`src/rtl/lookup2_ctrl_pkg.sv`:
```
// Shared definitions for the lookup2 hash controller: golden ratio seed,
// controller states, mix shift amounts and the per-round mix function.
package lookup2_ctrl_pkg;

  localparam logic [31:0] GOLDEN = 32'h9e3779b9;

  typedef enum logic [2:0] {
    IDLE = 3'd0,
    LOAD = 3'd1,
    MIX  = 3'd2,
    TAIL = 3'd3,
    TMIX = 3'd4,
    DONE = 3'd5
  } state_t;

  // Shift amounts of the three mix rounds (a-line, b-line, c-line).
  localparam int unsigned SH_A1 = 13;
  localparam int unsigned SH_B1 = 8;
  localparam int unsigned SH_C1 = 13;
  localparam int unsigned SH_A2 = 12;
  localparam int unsigned SH_B2 = 16;
  localparam int unsigned SH_C2 = 5;
  localparam int unsigned SH_A3 = 3;
  localparam int unsigned SH_B3 = 10;
  localparam int unsigned SH_C3 = 15;

  typedef struct packed {
    logic [31:0] a;
    logic [31:0] b;
    logic [31:0] c;
  } abc_t;

  // One three-line mix round; b and c lines consume the freshly updated values.
  function automatic abc_t mix_round(abc_t v, int unsigned sa, int unsigned sb,
                                     int unsigned sc);
    abc_t r;
    r.a = (v.a - v.b - v.c) ^ (v.c >> sa);
    r.b = (v.b - v.c - r.a) ^ (r.a << sb);
    r.c = (v.c - r.a - r.b) ^ (r.b >> sc);
    return r;
  endfunction

  // Keep the first nbytes bytes of a little-endian word, zero the rest.
  function automatic logic [31:0] mask_tail(logic [31:0] w, logic [3:0] nbytes);
    logic [31:0] m;
    m = w;
    for (int i = 0; i < 4; i++) begin
      if (4'(i) >= nbytes) m[8*i +: 8] = 8'h00;
    end
    return m;
  endfunction

endpackage

```
`src/rtl/lookup2_ctrl_if.sv`:
```
// Job, key-stream and result signals of the lookup2 controller.
interface lookup2_ctrl_if #(
  parameter int LEN_W = 16
);
  // start is sampled only while the controller is idle. key_data moves on a
  // rising edge where key_valid && key_ready; hash moves where
  // hash_valid && hash_ready. A raised valid holds its data until accepted.
  logic             start;
  logic [31:0]      initval;
  logic [LEN_W-1:0] len;
  logic             busy;
  logic             key_valid;
  logic [31:0]      key_data;
  logic             key_ready;
  logic             hash_valid;
  logic [31:0]      hash;
  logic             hash_ready;

  modport master (
    output start, initval, len, key_valid, key_data, hash_ready,
    input  busy, key_ready, hash_valid, hash
  );

  modport slave (
    input  start, initval, len, key_valid, key_data, hash_ready,
    output busy, key_ready, hash_valid, hash
  );

endinterface

```
`src/rtl/lookup2_mix.sv`:
```
// Three-cycle lookup2 mix engine: one mix round per cycle, done pulses in
// the third cycle after start with the mixed values on a_out/b_out/c_out.
module lookup2_mix
  import lookup2_ctrl_pkg::*;
(
  input  logic        clk,
  input  logic        rst_n,
  input  logic        start,
  input  logic [31:0] a_in,
  input  logic [31:0] b_in,
  input  logic [31:0] c_in,
  output logic [31:0] a_out,
  output logic [31:0] b_out,
  output logic [31:0] c_out,
  output logic        done
);

  logic [1:0] stage_q;
  abc_t       st_q;
  abc_t       in_v;
  abc_t       nxt;

  assign in_v = '{a: a_in, b: b_in, c: c_in};

  always_comb begin
    nxt = st_q;
    case (stage_q)
      2'd0:    nxt = mix_round(in_v, SH_A1, SH_B1, SH_C1);
      2'd1:    nxt = mix_round(st_q, SH_A2, SH_B2, SH_C2);
      2'd2:    nxt = mix_round(st_q, SH_A3, SH_B3, SH_C3);
      default: nxt = st_q;
    endcase
  end

  // stage 3 is the done cycle; the engine falls back to idle right after.
  always_ff @(posedge clk or negedge rst_n) begin
    if (!rst_n) begin
      stage_q <= 2'd0;
      st_q    <= '0;
    end else begin
      case (stage_q)
        2'd0: begin
          if (start) begin
            st_q    <= nxt;
            stage_q <= 2'd1;
          end
        end
        2'd1: begin
          st_q    <= nxt;
          stage_q <= 2'd2;
        end
        2'd2: begin
          st_q    <= nxt;
          stage_q <= 2'd3;
        end
        default: stage_q <= 2'd0;
      endcase
    end
  end

  assign done  = (stage_q == 2'd3);
  assign a_out = st_q.a;
  assign b_out = st_q.b;
  assign c_out = st_q.c;

endmodule

```
`src/rtl/lookup2_ctrl.sv`:
```
// lookup2 hash sequencer: accumulates 12-byte key blocks, folds in the
// masked tail and length, and runs every mix on a shared lookup2_mix engine.
module lookup2_ctrl
  import lookup2_ctrl_pkg::*;
#(
  parameter int LEN_W = 16
) (
  input  logic           clk,
  input  logic           rst_n,
  lookup2_ctrl_if.slave  bus,
  output state_t         dbg_state
);

  state_t           state_q, state_d;
  logic [31:0]      a_q, a_d, b_q, b_d, c_q, c_d;
  logic [LEN_W-1:0] rem_q, rem_d, len_q, len_d;
  logic [1:0]       cnt_q, cnt_d;
  logic [1:0]       owed_q, owed_d;
  logic [31:0]      hash_q, hash_d;
  logic             mix_busy_q, mix_busy_d;

  logic             key_ready_c;
  logic             mix_start;
  logic             mix_done;
  logic [31:0]      mix_a, mix_b, mix_c;
  logic [3:0]       tail_t;
  logic [3:0]       tail_bytes;
  logic [31:0]      tail_word;

  lookup2_mix u_mix (
    .clk   (clk),
    .rst_n (rst_n),
    .start (mix_start),
    .a_in  (a_q),
    .b_in  (b_q),
    .c_in  (c_q),
    .a_out (mix_a),
    .b_out (mix_b),
    .c_out (mix_c),
    .done  (mix_done)
  );

  // Tail words owed = ceil(rem/4); only meaningful once rem < 12.
  assign tail_t     = rem_q[3:0] + 4'd3;
  assign tail_bytes = rem_q[3:0] - {cnt_q, 2'b00};
  assign tail_word  = mask_tail(bus.key_data, tail_bytes);

  always_comb begin
    state_d     = state_q;
    a_d         = a_q;
    b_d         = b_q;
    c_d         = c_q;
    rem_d       = rem_q;
    len_d       = len_q;
    cnt_d       = cnt_q;
    owed_d      = owed_q;
    hash_d      = hash_q;
    mix_busy_d  = mix_busy_q;
    key_ready_c = 1'b0;
    mix_start   = 1'b0;

    case (state_q)
      IDLE: begin
        if (bus.start) begin
          a_d     = GOLDEN;
          b_d     = GOLDEN;
          c_d     = bus.initval;
          rem_d   = bus.len;
          len_d   = bus.len;
          cnt_d   = 2'd0;
          state_d = LOAD;
        end
      end

      LOAD: begin
        if (rem_q >= LEN_W'(12)) begin
          key_ready_c = 1'b1;
          if (bus.key_valid) begin
            case (cnt_q)
              2'd0:    a_d = a_q + bus.key_data;
              2'd1:    b_d = b_q + bus.key_data;
              default: c_d = c_q + bus.key_data;
            endcase
            if (cnt_q == 2'd2) begin
              cnt_d   = 2'd0;
              rem_d   = rem_q - LEN_W'(12);
              state_d = MIX;
            end else begin
              cnt_d = cnt_q + 2'd1;
            end
          end
        end else begin
          c_d     = c_q + 32'(len_q);
          owed_d  = tail_t[3:2];
          cnt_d   = 2'd0;
          state_d = TAIL;
        end
      end

      TAIL: begin
        if (cnt_q != owed_q) begin
          key_ready_c = 1'b1;
          if (bus.key_valid) begin
            case (cnt_q)
              2'd0:    a_d = a_q + tail_word;
              2'd1:    b_d = b_q + tail_word;
              default: c_d = c_q + {tail_word[23:0], 8'h00};
            endcase
            cnt_d = cnt_q + 2'd1;
            if (cnt_q + 2'd1 == owed_q) state_d = TMIX;
          end
        end else begin
          state_d = TMIX;
        end
      end

      MIX, TMIX: begin
        if (!mix_busy_q) begin
          mix_start  = 1'b1;
          mix_busy_d = 1'b1;
        end else if (mix_done) begin
          a_d        = mix_a;
          b_d        = mix_b;
          c_d        = mix_c;
          mix_busy_d = 1'b0;
          if (state_q == TMIX) begin
            hash_d  = mix_c;
            state_d = DONE;
          end else begin
            state_d = LOAD;
          end
        end
      end

      DONE: begin
        if (bus.hash_ready) state_d = IDLE;
      end

      default: state_d = IDLE;
    endcase
  end

  always_ff @(posedge clk or negedge rst_n) begin
    if (!rst_n) begin
      state_q    <= IDLE;
      a_q        <= '0;
      b_q        <= '0;
      c_q        <= '0;
      rem_q      <= '0;
      len_q      <= '0;
      cnt_q      <= 2'd0;
      owed_q     <= 2'd0;
      hash_q     <= '0;
      mix_busy_q <= 1'b0;
    end else begin
      state_q    <= state_d;
      a_q        <= a_d;
      b_q        <= b_d;
      c_q        <= c_d;
      rem_q      <= rem_d;
      len_q      <= len_d;
      cnt_q      <= cnt_d;
      owed_q     <= owed_d;
      hash_q     <= hash_d;
      mix_busy_q <= mix_busy_d;
    end
  end

  assign bus.busy       = (state_q != IDLE);
  assign bus.key_ready  = key_ready_c;
  assign bus.hash_valid = (state_q == DONE);
  assign bus.hash       = hash_q;
  assign dbg_state      = state_q;

endmodule

```
`src/flat_wrapper.sv`:
```
// flat-port wrapper written by rule: the top's interface ports become plain ports
module lookup2_ctrl_flat import lookup2_ctrl_pkg::*;
#(
  parameter int LEN_W = 16
)
  (clk, rst_n, dbg_state, bus_start, bus_initval, bus_len, bus_key_valid, bus_key_data, bus_hash_ready, bus_busy, bus_key_ready, bus_hash_valid, bus_hash);
  lookup2_ctrl_if #(.LEN_W(LEN_W)) bus_i ();
  input  logic clk;
  input  logic rst_n;
  output state_t dbg_state;
  input wire logic [$bits(bus_i.start)-1:0] bus_start;
  input wire logic [$bits(bus_i.initval)-1:0] bus_initval;
  input wire logic [$bits(bus_i.len)-1:0] bus_len;
  input wire logic [$bits(bus_i.key_valid)-1:0] bus_key_valid;
  input wire logic [$bits(bus_i.key_data)-1:0] bus_key_data;
  input wire logic [$bits(bus_i.hash_ready)-1:0] bus_hash_ready;
  output wire logic [$bits(bus_i.busy)-1:0] bus_busy;
  output wire logic [$bits(bus_i.key_ready)-1:0] bus_key_ready;
  output wire logic [$bits(bus_i.hash_valid)-1:0] bus_hash_valid;
  output wire logic [$bits(bus_i.hash)-1:0] bus_hash;
  assign bus_i.start = bus_start;
  assign bus_i.initval = bus_initval;
  assign bus_i.len = bus_len;
  assign bus_i.key_valid = bus_key_valid;
  assign bus_i.key_data = bus_key_data;
  assign bus_i.hash_ready = bus_hash_ready;
  assign bus_busy = bus_i.busy;
  assign bus_key_ready = bus_i.key_ready;
  assign bus_hash_valid = bus_i.hash_valid;
  assign bus_hash = bus_i.hash;
  lookup2_ctrl #(.LEN_W(LEN_W)) u_core (.clk(clk), .rst_n(rst_n), .bus(bus_i), .dbg_state(dbg_state));
endmodule
```
`config.mk`:
```
export PLATFORM = sky130hd
export DESIGN_NAME = lookup2_ctrl_flat
export DESIGN_NICKNAME = d
export VERILOG_FILES = /design/src/rtl/lookup2_ctrl_pkg.sv /design/src/rtl/lookup2_ctrl_if.sv /design/src/rtl/lookup2_mix.sv /design/src/rtl/lookup2_ctrl.sv /design/src/flat_wrapper.sv
export SDC_FILE = /design/constraint.sdc
export NUM_CORES = 2
export LEC_CHECK = 0
export ABC_AREA = 1
export ABC_CLOCK_PERIOD_IN_PS = 10400
export CORE_UTILIZATION = 55
export CTS_BUF_LIST = sky130_fd_sc_hd__clkbuf_8
export CTS_CLUSTER_DIAMETER = 100
export DETAILED_ROUTE_END_ITERATION = 12
export DONT_BUFFER_PORTS = 1
export PLACE_DENSITY = 0.71
export SLEW_MARGIN = 20
export SYNTH_ARGS = -nofsm -noshare
export SYNTH_HDL_FRONTEND = slang
export SYNTH_HIERARCHICAL = 1
export SYNTH_SLANG_ARGS = --single-unit
export TNS_END_PERCENT = 1
```
`constraint.sdc`:
```
create_clock -name clk -period 10.4 [get_ports clk]
set_input_delay 1.56 -clock clk [delete_from_list [all_inputs] [get_ports clk]]
set_output_delay 1.56 -clock clk [all_outputs]
set_load 0.01 [all_outputs]
```
==> impl_metrics.json <==
{
  "max_stage_delay_ns": 0.93,
  "grt-ovfl-total": 0,
  "grt_pass1_wl_um": 265600,
  "yosysWarnings": 6,
  "syn_avg_cell_area_um2": 6.829,
  "dp_hpwl_um": 147700,
  "syn_nets": 6872,
  "wl_per_cell_um": 25.49,
  "crit_slowest_cell": "dfrtp_1",
  "cts_hold_buf": 0,
  "htreeDepth": 2,
  "synthTopCellsByArea": "dfrtp_1 16%, ha_1 14%, nand2_1 12%",
  "synthArstFlopShare": 1.000,
  "cts_tree": "done",
  "core_area_mm2": 0.07495,
  "cp.arrival_ns": 10.88,
  "fp-row-count": 100,
  "hold_viol_final": 0,
  "endpoint_kind": "register",
  "fp.dieH_um": 278.3,
  "cts-root-buf": "clkbuf_8",
  "rsz0062_at_grt": "no",
  "yosys.area_share.xor_xnor": 0.07771,
  "areaGrowthSynthToFinish_pct": 5.571,
  "track_usage": 0.4613,
  "vias_per_cell": 6.283,
  "synth_compound_area_frac": 0.1982,
  "antenna_found_initial": 8,
  "synthSimpleGateAreaFrac": 0.2407,
  "synth-edff-count": 0,
  "synth_top_family_by_area": "simple AND/OR/NAND/NOR gates",
  "dr.pass1.iters": 6,
  "start_util": 0.5601,
  "cts_num_sinks": 266,
  "criticalPathCategory": "register to register",
  "synthAdderAreaFrac": 0.2228,
  "num_vias": 44950,
  "worstMarginPinSlew_ns": 1.194,
  "drive_gt1_frac": 0.06165,
  "synth_top_area_share": 0.1586,
  "timing.fmax_ghz": 0.09778,
  "grt_max_degree": 267,
  "die_w_um": 278.3,
  "nNetsFinal": 6861,
  "synth-seq-cells": 266,
  "slew_headroom": 0.1982,
  "slew_violations": 0,
  "start_kind": "register",
  "synth-seq-area-share": 0.1586,
  "muxShareOfSynthArea": 0.009389,
  "die_area_mm2": 0.07743,
  "drc": 0,
  "synth_flop_cell": "dfrtp_1",
  "netlist_area_mm2": 0.04198,
  "post-synth-top-area-cell": "dfrtp_1",
  "skew_ns": 0.03349,
  "drv_cap": 0,
  "cp_max_fo": 7,
  "min-delay-path-class": "register to register",
  "period_needed_ns": 10.23,
  "fin_crit_sh": 0.9834,
  "synth_cell_types": 74,
  "first_global_vias": 41630,
  "cts_max_path_buffers": 3,
  "io_pins": 123,
  "drtAntennaViolNets": 0,
  "drtIter0Drc": 6293,
  "synthCells": 6147,
  "port_buffers": 0,
  "final-setup-viol-count": 0,
  "crit_top_cell": "nand2_1",
  "cts_setup_buffers": 0,
  "clk_pin_slew_ns": 0.06,
  "numCtsBuffers": 56,
  "cp_data_required_time_ns": 11.05,
  "gp_congestion": 1.096,
  "outcome": "finished clean",
  "setup_tns_ns": 0,
  "insertion_delay_ns": 0.73,
  "drt_wl_total_um": 182400
}
## cells by family after synthesis
group | count (synthesis)
simple gates | 2378
compound gates | 1453
buf+inv | 1012
fa+ha+maj | 640
xor+xnor | 363
flops | 266
mux | 35
## what timing repair did
item	4_1_cts	5_1_grt
resized for setup	0	1
endpoints found under the hold margin	0	0
endpoints found under the setup margin	0	1
## critical path, delay by kind of cell, from the launching register on
kind                     cells  cell delay, ns
AO/OA/AOI/OAI                7            2.75
XOR/XNOR                     4            0.95
adder cells (fa/ha/maj)      5            2.28
buffers and inverters        3            0.58
flip-flops                   1            0.93
AND/OR/NAND/NOR             18            2.65
## worst paths after layout
check,from,to,slack [ns],cells after the start
min in group asynchronous,rst_n,u_core/c_q[23]$_DFFE_PN0P_,0.55,0
hold / removal,u_core/len_q[10]$_DFFE_PN0P_,u_core/len_q[10]$_DFFE_PN0P_,0.49,2
hold reg to reg,u_core/len_q[10]$_DFFE_PN0P_,u_core/len_q[10]$_DFFE_PN0P_,0.49,2
setup reg to reg,u_core/u_mix/c_out[17]$_DFFE_PN0P_,u_core/u_mix/c_out[31]$_DFFE_PN0P_,0.17,37
max in group asynchronous,rst_n,u_core/u_mix/b_out[25]$_DFFE_PN0P_,9.21,0
setup / recovery,u_core/u_mix/c_out[17]$_DFFE_PN0P_,u_core/u_mix/c_out[31]$_DFFE_PN0P_,0.17,37
## cell type report
class,count,area [µm²]
multi-input cells,4869,31470
diodes,6,15.01
flip-flops and latches,266,6656
well taps,969,1212
clock inverters,33,262.8
repair buffers,50,395.4
fillers,7387,30630
clock buffers,69,949.7
inverters,893,3357
## flip-flops by register name, indices dropped and copies added (netlist names)
| signal | cells |
|---|---|
| u_core/a_q | 32 |
| u_core/b_q | 32 |
| u_core/bus.hash | 32 |
| u_core/c_q | 32 |
| u_core/cnt_q | 2 |
| u_core/dbg_state | 3 |
| u_core/len_q | 16 |
| u_core/mix_busy_q | 1 |
| u_core/owed_q | 2 |
| u_core/rem_q | 16 |
| u_core/u_mix/a_out | 32 |
| u_core/u_mix/b_out | 32 |
| u_core/u_mix/c_out | 32 |
| u_core/u_mix/stage_q | 2 |
## synthesized netlist by cell type, types with 64 or more instances
library cell,instances
xor2_1,238
clkbuf_1,81
dfrtp_1,266
a21oi_1,645
o21ai_0,356
fa_1,179
nand3_1,301
inv_1,869
nor3_1,64
nor2_1,476
xnor2_1,114
nand2_1,1317
ha_1,461
## layout by cell type (no fill, tap or decap), types with 49 or more instances in the layout
cell	synthesis	final
a21o_1	52	52
a21oi_1	645	645
a31oi_1	62	62
buf_4	2	49
clkbuf_8	2	69
dfrtp_1	266	266
fa_1	179	179
ha_1	461	460
inv_1	869	880
nand2_1	1317	1316
nand3_1	301	301
nor2_1	476	475
nor3_1	64	64
o21ai_0	356	356
or2_2	59	59
xnor2_1	114	114
xor2_1	238	238
## routing by layer
metal  global-route usage  wire [µm]  share of wire
met1               0.6256      72590           0.40
met2               0.6796      74490           0.41
met3               0.1007      23050           0.13
met4               0.2553      12200          0.067
met5                    0         46        0.00025
## stage by stage
step	area (µm²)	utilization	setup WS, ns	hold slack [ns]	instances
6_report	44320	0.5913	0.1731	0.4912	7155
5_1_grt	44310	0.5912	0.03272	0.5097	7151
4_1_cts	44270	0.5906	0.3927	0.4894	7148
3_5_place_dp	43050	0.5745	0.4196	0.4704	7046
3_3_place_gp	43050	0.5745	0.4529	0.4692	7046
2_1_floorplan	41980	-	3.722	0.4492	6147
Power is not shown: default switching activity piles up to over one toggle a cycle in this logic, so the estimate is an artifact.
